===== src/rtl/fetch_decode_buffer_pkg.sv =====
// Shared types and sizing for the fetch/decode instruction buffer.
package fetch_decode_buffer_pkg;
  localparam int INSTR_W          = 32;
  localparam int PC_W             = 32;
  localparam int THR_PER_CORE     = 4;
  localparam int THR_W            = $clog2(THR_PER_CORE);
  localparam int FDB_DEPTH        = 4;
  localparam int FDB_STALL_MARGIN = 2;
  localparam int FDB_PTR_W        = $clog2(FDB_DEPTH);

  typedef logic [THR_W-1:0] thr_id_t;

  typedef struct packed {
    logic page_fault;
    logic access_fault;
    logic misaligned;
  } fetch_xcpt_t;

  typedef struct packed {
    logic [INSTR_W-1:0] instr;
    logic [PC_W-1:0]    pc;
    fetch_xcpt_t        xcpt;
  } fdb_entry_t;
endpackage


===== src/rtl/fetch_decode_buffer_if.sv =====
// Fetch-side, branch-flush and decode-side signals of the instruction buffer.
interface fetch_decode_buffer_if;
  import fetch_decode_buffer_pkg::*;

  logic                    fetch_valid;
  logic [INSTR_W-1:0]      fetch_data;
  logic [PC_W-1:0]         fetch_pc;
  thr_id_t                 fetch_thr_id;
  fetch_xcpt_t             fetch_xcpt;
  logic [THR_PER_CORE-1:0] stall_fetch;
  logic                    flush;
  thr_id_t                 flush_thr_id;
  logic [THR_PER_CORE-1:0] decode_stall;
  logic                    dec_valid;
  logic [INSTR_W-1:0]      dec_data;
  logic [PC_W-1:0]         dec_pc;
  thr_id_t                 dec_thr_id;
  fetch_xcpt_t             dec_xcpt;

  // master: the fetch/branch/decode environment around the buffer
  modport master (
    output fetch_valid, fetch_data, fetch_pc, fetch_thr_id, fetch_xcpt,
    output flush, flush_thr_id, decode_stall,
    input  stall_fetch, dec_valid, dec_data, dec_pc, dec_thr_id, dec_xcpt
  );

  modport slave (
    input  fetch_valid, fetch_data, fetch_pc, fetch_thr_id, fetch_xcpt,
    input  flush, flush_thr_id, decode_stall,
    output stall_fetch, dec_valid, dec_data, dec_pc, dec_thr_id, dec_xcpt
  );
endinterface


===== src/rtl/fdb_thread_fifo.sv =====
// One thread's instruction queue: storage, wrapping pointers and occupancy count.
module fdb_thread_fifo
  import fetch_decode_buffer_pkg::*;
#(
  parameter int DEPTH = FDB_DEPTH
) (
  input  logic                   clock,
  input  logic                   reset,
  input  logic                   push,
  input  logic                   pop,
  input  logic                   flush,
  input  fdb_entry_t             wdata,
  output fdb_entry_t             rdata,
  output logic [$clog2(DEPTH):0] count
);
  localparam int PTR_W = $clog2(DEPTH);
  localparam int CNT_W = PTR_W + 1;

  fdb_entry_t        mem [DEPTH];
  logic [PTR_W-1:0]  rd_ptr, wr_ptr;
  logic              wr_en;

  // a flush wins over a same-cycle push; a push to a full queue is dropped
  assign wr_en = push && !flush && (count != CNT_W'(DEPTH));
  assign rdata = mem[rd_ptr];

  always_ff @(posedge clock) begin
    if (wr_en) mem[wr_ptr] <= wdata;
  end

  always_ff @(posedge clock) begin
    if (reset || flush) begin
      rd_ptr <= '0;
      wr_ptr <= '0;
      count  <= '0;
    end else begin
      if (wr_en) wr_ptr <= wr_ptr + 1'b1;
      if (pop)   rd_ptr <= rd_ptr + 1'b1;
      case ({wr_en, pop})
        2'b10:   count <= count + 1'b1;
        2'b01:   count <= count - 1'b1;
        default: count <= count;
      endcase
    end
  end
endmodule


===== src/rtl/fetch_decode_buffer.sv =====
// Per-thread instruction queues between fetch and decode with round-robin issue.
module fetch_decode_buffer
  import fetch_decode_buffer_pkg::*;
#(
  parameter int DEPTH        = FDB_DEPTH,
  parameter int STALL_MARGIN = FDB_STALL_MARGIN
) (
  input logic                  clock,
  input logic                  reset,
  fetch_decode_buffer_if.slave bus
);
  localparam int CNT_W = $clog2(DEPTH) + 1;

  logic [THR_PER_CORE-1:0][CNT_W-1:0] count;
  fdb_entry_t [THR_PER_CORE-1:0]      head;
  logic [THR_PER_CORE-1:0]            push, pop, flush_vec, elig;
  fdb_entry_t                         wdata;
  thr_id_t                            rr_ptr, grant, idx;
  logic                               grant_vld;

  assign wdata = '{instr: bus.fetch_data, pc: bus.fetch_pc, xcpt: bus.fetch_xcpt};

  always_comb begin
    for (int t = 0; t < THR_PER_CORE; t++) begin
      push[t]      = bus.fetch_valid && (bus.fetch_thr_id == THR_W'(t));
      flush_vec[t] = bus.flush && (bus.flush_thr_id == THR_W'(t));
      elig[t]      = (count[t] != '0) && !bus.decode_stall[t] && !flush_vec[t];
      pop[t]       = grant_vld && (grant == THR_W'(t));
      bus.stall_fetch[t] = count[t] >= CNT_W'(DEPTH - STALL_MARGIN);
    end
  end

  // scan from farthest to nearest so the thread just after rr_ptr wins last
  always_comb begin
    grant     = '0;
    grant_vld = 1'b0;
    idx       = '0;
    for (int i = THR_PER_CORE; i >= 1; i--) begin
      idx = rr_ptr + THR_W'(i);
      if (elig[idx]) begin
        grant     = idx;
        grant_vld = 1'b1;
      end
    end
  end

  always_ff @(posedge clock) begin
    if (reset)          rr_ptr <= '0;
    else if (grant_vld) rr_ptr <= grant;
  end

  always_comb begin
    bus.dec_valid  = grant_vld;
    bus.dec_thr_id = grant_vld ? grant : '0;
    bus.dec_data   = grant_vld ? head[grant].instr : '0;
    bus.dec_pc     = grant_vld ? head[grant].pc    : '0;
    bus.dec_xcpt   = grant_vld ? head[grant].xcpt  : '0;
  end

  for (genvar t = 0; t < THR_PER_CORE; t++) begin : g_thr
    fdb_thread_fifo #(.DEPTH(DEPTH)) u_fifo (
      .clock (clock),
      .reset (reset),
      .push  (push[t]),
      .pop   (pop[t]),
      .flush (flush_vec[t]),
      .wdata (wdata),
      .rdata (head[t]),
      .count (count[t])
    );
  end

  // stall_fetch's margin must cover every in-flight fetch; overflow is a design error
  ast_no_full_push: assert property (@(posedge clock) disable iff (reset)
    !(bus.fetch_valid && !flush_vec[bus.fetch_thr_id] &&
      count[bus.fetch_thr_id] == CNT_W'(DEPTH)));
endmodule


===== src/flat_wrapper.sv =====
// flat-port wrapper written by rule: the top's interface ports become plain ports
module fetch_decode_buffer_flat import fetch_decode_buffer_pkg::*;
#(
  parameter int DEPTH        = FDB_DEPTH,
  parameter int STALL_MARGIN = FDB_STALL_MARGIN
)
  (clock, reset, bus_fetch_valid, bus_fetch_data, bus_fetch_pc, bus_fetch_thr_id, bus_fetch_xcpt, bus_flush, bus_flush_thr_id, bus_decode_stall, bus_stall_fetch, bus_dec_valid, bus_dec_data, bus_dec_pc, bus_dec_thr_id, bus_dec_xcpt);
  fetch_decode_buffer_if bus_i ();
  input logic clock;
  input logic reset;
  input wire logic [$bits(bus_i.fetch_valid)-1:0] bus_fetch_valid;
  input wire logic [$bits(bus_i.fetch_data)-1:0] bus_fetch_data;
  input wire logic [$bits(bus_i.fetch_pc)-1:0] bus_fetch_pc;
  input wire logic [$bits(bus_i.fetch_thr_id)-1:0] bus_fetch_thr_id;
  input wire logic [$bits(bus_i.fetch_xcpt)-1:0] bus_fetch_xcpt;
  input wire logic [$bits(bus_i.flush)-1:0] bus_flush;
  input wire logic [$bits(bus_i.flush_thr_id)-1:0] bus_flush_thr_id;
  input wire logic [$bits(bus_i.decode_stall)-1:0] bus_decode_stall;
  output wire logic [$bits(bus_i.stall_fetch)-1:0] bus_stall_fetch;
  output wire logic [$bits(bus_i.dec_valid)-1:0] bus_dec_valid;
  output wire logic [$bits(bus_i.dec_data)-1:0] bus_dec_data;
  output wire logic [$bits(bus_i.dec_pc)-1:0] bus_dec_pc;
  output wire logic [$bits(bus_i.dec_thr_id)-1:0] bus_dec_thr_id;
  output wire logic [$bits(bus_i.dec_xcpt)-1:0] bus_dec_xcpt;
  assign bus_i.fetch_valid = bus_fetch_valid;
  assign bus_i.fetch_data = bus_fetch_data;
  assign bus_i.fetch_pc = bus_fetch_pc;
  assign bus_i.fetch_thr_id = bus_fetch_thr_id;
  assign bus_i.fetch_xcpt = bus_fetch_xcpt;
  assign bus_i.flush = bus_flush;
  assign bus_i.flush_thr_id = bus_flush_thr_id;
  assign bus_i.decode_stall = bus_decode_stall;
  assign bus_stall_fetch = bus_i.stall_fetch;
  assign bus_dec_valid = bus_i.dec_valid;
  assign bus_dec_data = bus_i.dec_data;
  assign bus_dec_pc = bus_i.dec_pc;
  assign bus_dec_thr_id = bus_i.dec_thr_id;
  assign bus_dec_xcpt = bus_i.dec_xcpt;
  fetch_decode_buffer #(.DEPTH(DEPTH), .STALL_MARGIN(STALL_MARGIN)) u_core (.clock(clock), .reset(reset), .bus(bus_i));
endmodule

===== config.mk =====
export PLATFORM = sky130hd
export DESIGN_NAME = fetch_decode_buffer_flat
export DESIGN_NICKNAME = d
export VERILOG_FILES = /design/src/rtl/fetch_decode_buffer_pkg.sv /design/src/rtl/fetch_decode_buffer_if.sv /design/src/rtl/fdb_thread_fifo.sv /design/src/rtl/fetch_decode_buffer.sv /design/src/flat_wrapper.sv
export SDC_FILE = /design/constraint.sdc
export NUM_CORES = 1
export LEC_CHECK = 0
export CORE_AREA = 4 4 331 333
export CTS_CLUSTER_DIAMETER = 150
export DETAILED_ROUTE_END_ITERATION = 10
export DIE_AREA = 0 0 335 337
export MAX_ROUTING_LAYER = met4
export PLACE_DENSITY = 0.52
export SLEW_MARGIN = 10
export SYNTH_ARGS = -nofsm -noshare
export SYNTH_HDL_FRONTEND = slang
export SYNTH_SLANG_ARGS = --single-unit
export TNS_END_PERCENT = 100

===== constraint.sdc =====
create_clock -name clock -period 4.6 [get_ports clock]
set_input_delay 0.92 -clock clock [delete_from_list [all_inputs] [get_ports clock]]
set_output_delay 0.92 -clock clock [all_outputs]
set_load 0.1 [all_outputs]

==> summary.md, run 1 <==
| Metric | Value |
|---|---|
| Synthesized area per cell | 21.5 sq um |
| Crit start category | primary input |
| Measured slew at the worst slew-check pin | between 1 and 1.5 ns |
| Tcrit/Tclk final | 99.0% |
| PwrDens | roughly 680 nW/um^2 |
| Routed Antenna Nets | 0 |
| Drt initial violations | 2015 |
| Worst Hold Depth | 2 |
| Layout area overhead | 22.7% |
| Status | finished clean |
| Global-route wire length before repair | roughly 150 mm |
| Hold Path Class | flop to flop |
| CTS tree | yes |
| CTS Buffer Depth | 3 |
| Placed Cells | 3560 |
| Root Buffer | clkbuf_16 |
| Top FF cell, synth | edfxtp_1 |
| DPL Wire Length | 58.4 mm |
| Slew headroom | between 20% and 30% |
| Global route overflow | 0 |
| Final setup fails | 0 |
| Core footprint | 107000 sq um |
| Routed Wire Length | 105 mm |
| I/O pin count | 153 |
| Die extent in y | 337 um |
| Worst hold margin | ~0.50 ns |
| Routed vias/inst | 5.59 |
| Clock transition at path regs | 0.06 ns |
| CTS Buf Count | between 100 and 150 |
| Hold Fails Final Rpt | 0 |
| Area post-placement | 48000 sq um |
| Most common cell after layout, fill and taps aside | edfxtp_1 |
| Total GRT Usage | between 15 and 20% |
| Clk sinks | approximately 1100 |
| Largest net degree at the start of global routing | 68 |
| Port buffer count | 152 |
| Routed via count | roughly 21000 |
| FMAX | 220 MHz |
| Mapped Area | 42400 sq um |
| Pre-Repair DR Iteration Count | 5 |
| Post-Synthesis Cells | 1972 |
| Hold buffers post-CTS | 0 |
| Clock Skew | 0.0274 ns |
| Setup crit end kind | primary output |
| Static Leak | 16.2 nW |
| Post-synth EDFFs | 1072 |
| Max Cap Violations | 0 |
| Latest clock arrival within the worst-skew pair | 0.70 ns |
| VDD IR max | 0.961 mV |
| H-Tree Depth | 3 |
| Initial antenna violation count | 4 |
| Layout cell share with drive strength beyond 1 | 32.9% |
| Worst reg2reg path depth | 15 |
| Asr flop ratio synth | 0% |
| # nets final | ~2400 |
| # fillers | 8704 |
| Crit Path Max Fanout | 32 |
| Critical Path RT | between 3 and 4 ns |
| Number of global-route vias before repair | 22545 |
| Syn Nets | 2075 |
| #FFs+latches synth | 1110 |
| Arrival time at the worst endpoint | 3.63 ns |
| Die X | 335 um |
| WL per Instance | 27.9 um |
| Most frequent cells in the layout | 1072 x edfxtp_1, 268 x mux4_2, 120 x buf_12 |
| Slew Limit Fails | 0 |
| Final Wtd Congestion | 0.759 |
| Post-route cell area | 52000 sq um |
| Synth warn | 0 |
| Starting Density | 39.7% |
| Die area | between 100000 and 150000 sq um |
| Critical path class | primary input to primary output |
| Register area share after synthesis | between 70% and 80% |
| Row count | 120 |
| Minimum clock period | about 4.6 ns |
| Fin cells | ~3800 |
| Post-synth cell types | 46 |
| RSZ-0062 raised after global routing | true |
| # DRC | 0 |
[metal layers]
layer	routed length, um	GRT usage, %
met3	5270	3.08
met5	0	-
met2	52400	31.5
met1	45400	25.9
met4	2260	4.78
[per-stage QoR]
stage               setup WS, ns  total power, mW  util [%]  TNS, ns
finish                    0.0460             35.2      48.8        0
global placement          -0.244             26.1      45.0    -1.22
CTS                       0.0354             35.4      48.6        0
detailed placement        -0.163             26.1      45.0   -0.943
floorplan                 0.0186             20.0         -        0
global route             -0.0354             36.4      48.8   -0.225
[worst paths after layout]
path	slack (ns)	start	to
setup / recovery	0.05	bus_flush_thr_id[0]	bus_dec_data[12]
hold / removal	0.50	u_core.g_thr[2].u_fifo.rd_ptr[1]	flop
setup reg to reg	1.06	u_core.g_thr[1].u_fifo.count[2]	u_core.g_thr[0].u_fifo.count[2]
hold reg to reg	0.50	u_core.g_thr[2].u_fifo.rd_ptr[1]	flop
[registers in the layout, summed over array words and instances (netlist names), named ones only]
register,flops
u_core.g_thr.u_fifo.rd_ptr,8
u_core.g_thr.u_fifo.count,12
u_core.g_thr.u_fifo.wr_ptr,8
u_core.g_thr.u_fifo.mem,1072
u_core.rr_ptr,2
[cell families after synthesis]
group	Yosys count	share of synthesized area, %
adders and majority gates	24	0.780
DFF	1110	77.8
buffers and inverters	143	1.34
muxes	272	14.3
AOI/OAI and AO/OA	252	3.73
xor gates and xnor gates	12	0.248
and+or+nand+nor	159	1.78
[timing repair]
| item | in CTS | in global routing |
|---|---|---|
| setup buffers | 2 | 0 |
| endpoints found under the setup margin | 28 | 53 |
| pin swaps | 1 | 1 |
| gates resized for setup | 7 | 32 |
[cell type report]
cell class	instances	area (sq um)	area share [%]
Sequential cell	1110	33000	63.4
Multi-Input combinational cell	719	9410	18.1
Timing Repair Buffer	298	3970	7.64
Clock buffer	149	3100	5.96
Tap cell	1403	1760	3.38
Clock inverter	61	626	1.20
Inverter	32	128	0.245
Antenna cell	4	10.0	0.0193
[report_power, final]
part	internal (mW)	switching [mW]	total, mW
clock	5.36	3.81	9.16
sequential	11.3	0.265	11.5
combinational	5.46	9.00	14.5
[Yosys cell counts, types with 8 or more instances]
master | count | area share [%]
a21oi_1 | 157 | 1.9
a221oi_1 | 67 | 1.4
and2_1 | 16 | 0.24
buf_1 | 12 | 0.11
buf_2 | 22 | 0.26
clkbuf_1 | 76 | 0.67
dfxtp_1 | 38 | 1.8
edfxtp_1 | 1072 | 76
ha_1 | 20 | 0.59
inv_1 | 30 | 0.27
mux4_2 | 268 | 14
nand2_1 | 69 | 0.61
nor2_1 | 32 | 0.28
o21ai_0 | 9 | 0.11
xor2_1 | 8 | 0.17
[worst max-delay path: stages]
cell and delay [ns]:
clkdlybuf4s50_1 0.52, and3b_2 0.31, or4_1 0.45, a21oi_2 0.20, a221oi_4 0.06, buf_12 0.16
inv_4 0.08, buf_16 0.22, buf_4 0.18, a221oi_1 0.06, a21oi_2 0.21, buf_12 0.20
No activity file was read; power rests on OpenSTA's default activity.
==> inputs of run 2 (changes only) <==
- GPL_ROUTABILITY_DRIVEN: not set -> 0
- GPL_TIMING_DRIVEN: not set -> 0
==> summary.md, run 2 (synthesized netlist as in run 1, its figures left out) <==
| Metric | Value |
|---|---|
| Minimum clock period | roughly 4.5 ns |
| WL per Instance | 27.7 um |
| Die X | around 340 um |
| # DRC | 0 |
| Power Total | between 30 and 40 mW |
| Fin Setup TNS | 0 ns |
| Sw Share | 39.1% |
| Global route overflow | 0 |
| Pre-Repair DR Iteration Count | 5 |
| Hold Fails Final Rpt | 0 |
| Pre-CTS WS | -2.09 ns |
| Layout Utilization | 48.1% |
| # nets final | 2371 |
| Comb power frac | 39.3% |
| Largest regs | u_core.g_thr.u_fifo.mem (1072), u_core.g_thr.u_fifo.count (12) |
| Crit Path Max Fanout | 10 |
| I/O pin count | roughly 150 |
| Total GRT Usage | 19.1% |
| Critical Path RT | 3.68 ns |
| Row count | 120 |
| Final WS setup | 0.0522 ns |
| Max reg flops | 1072 |
| Routed vias/inst | 5.48 |
| Static Leak | 15.9 nW |
| Die extent in y | 337 um |
| Worst Hold Depth | 2 |
| Most flops, register | u_core.g_thr.u_fifo.mem |
| CTS Buf Count | ~120 |
| Total net switching power | 13.0 mW |
| Number of global-route vias before repair | between 20000 and 25000 |
| # fillers | 8768 |
| Fin cells | 3780 |
| DPL Wire Length | roughly 63 mm |
| Slew Limit Fails | 0 |
| Reg-to-Reg Start | u_core.g_thr[0].u_fifo.count[2] |
| CP Launch Point | bus_flush |
| Port buffer count | roughly 150 |
| H-Tree Depth | 3 |
| Final setup fails | 0 |
| VDD IR max | 1.09 mV |
| Routed Antenna Nets | 0 |
| Global-route wire length before repair | 151 mm |
| Placed Cells | 3546 |
| Measured slew at the worst slew-check pin | 1.07 ns |
| Routed via count | about 21000 |
| Layout area overhead | 21.1% |
| CTS Buffer Depth | 3 |
| Latest clock arrival within the worst-skew pair | 0.69 ns |
| Clock power frac | 26.7% |
| Most common cell after layout, fill and taps aside | edfxtp_1 |
| Layout cell share with drive strength beyond 1 | 31.8% |
| Arrival time at the worst endpoint | around 3.6 ns |
| Reg power frac | 34.0% |
| FMAX | around 220 MHz |
| Slew headroom | 27.9% |
| Hold Path Class | flop to flop |
| Max Cap Violations | 0 |
| Die area | 113000 sq um |
| Starting Density | 39.7% |
| Worst reg2reg path depth | 14 |
| Status | finished clean |
| Crit start category | primary input |
| Clock Skew | about 0.015 ns |
| Clock transition at path regs | 0.06 ns |
| RSZ-0062 raised after global routing | true |
| Drt initial violations | 1625 |
| Largest net degree at the start of global routing | 40 |
| Setup crit end kind | primary output |
| Core footprint | 107000 sq um |
| CTS tree | yes |
| Initial antenna violation count | 11 |
| Tcrit/Tclk final | 98.9% |
| Critical path class | primary input to primary output |
| PwrDens | 650 nW/um^2 |
| Most frequent cells in the layout | 1072 x edfxtp_1, 268 x mux4_2, 123 x clkbuf_16 |
| Routed Wire Length | approximately 100 mm |
| Root Buffer | clkbuf_16 |
| Hold Crit Start | u_core.g_thr[1].u_fifo.rd_ptr[1] |
| Int Power | 20.3 mW |
| Clk sinks | ~1100 |
run 2: cell types whose count changed in the layout (fill, tap and decap cells not counted), moves of 15 or more:
cell      before  now
buf_16         1   16
buf_12       120   12
clkinv_1      19   38
a221oi_1      53    6
clkbuf_4       0   18
a221oi_2      14   42
a221oi_4       1   20
clkbuf_2       0   17
buf_6          2   44
clkbuf_1      28   73
buf_4         93   23
run 2: final timing paths:
kind | to | slack (ns)
setup reg to reg | u_core.g_thr[3].u_fifo.count[2] | 1.02
hold / removal | flop | 0.50
setup / recovery | bus_dec_pc[31] | 0.05
hold reg to reg | flop | 0.50
run 2: area by class of cell:
class,instances,area (sq um),area share (%)
flip-flops and latches,1110,33000,64.2
multi-input cells,719,9900,19.3
clock buffers,159,3210,6.26
repair buffers,177,2160,4.22
well taps,1403,1760,3.42
plain buffers,110,758,1.48
clock inverters,64,432,0.841
inverters,32,125,0.244
diodes,6,15.0,0.0293
run 2: critical path, cell delays in order:
cell             delay [ns]
clkdlybuf4s50_1        0.47
and3b_2                0.28
or4_1                  0.43
a21oi_2                0.23
a221oi_4               0.06
buf_12                 0.16
inv_2                  0.10
buf_4                  0.27
a221oi_1               0.10
a21oi_2                0.34
buf_8                  0.26
run 2: stage by stage:
step	cell area (sq um)	hold slack, ns
after floorplan	42700	0.453
after CTS	51100	0.484
final	51300	0.501
after global placement	46000	0.467
after detailed placement	46500	0.479
after global routing	51300	0.514
run 2: power groups by stage:
stage / clock, mW / sequential (mW) / combinational [mW]
after CTS: 9.12 / 11.3 / 13.0
final: 8.90 / 11.3 / 13.1
after detailed placement: 0 / 11.5 / 11.9
after floorplan: 0 / 11.5 / 8.48
after global placement: 0 / 11.5 / 11.8
after global routing: 9.54 / 11.3 / 13.7
run 2: per-layer routing:
metal / share of wire [%] / wire length (um) / track usage [%] / vias up
li1: - / - / - / 8895
met1: 42 / 43900 / 24.6 / 11181
met2: 51 / 53700 / 32.1 / 502
met3: 5.2 / 5410 / 3.36 / 126
met4: 1.7 / 1760 / 4.32 / 0
met5: 0 / 0 / - / -
run 2: what timing repair did:
item	in CTS	in global routing
pin swaps	10	4
gates cloned	0	0
gates resized for setup	655	56
setup buffers	5	1
endpoints found under the setup margin	69	68
hold buffers	0	0
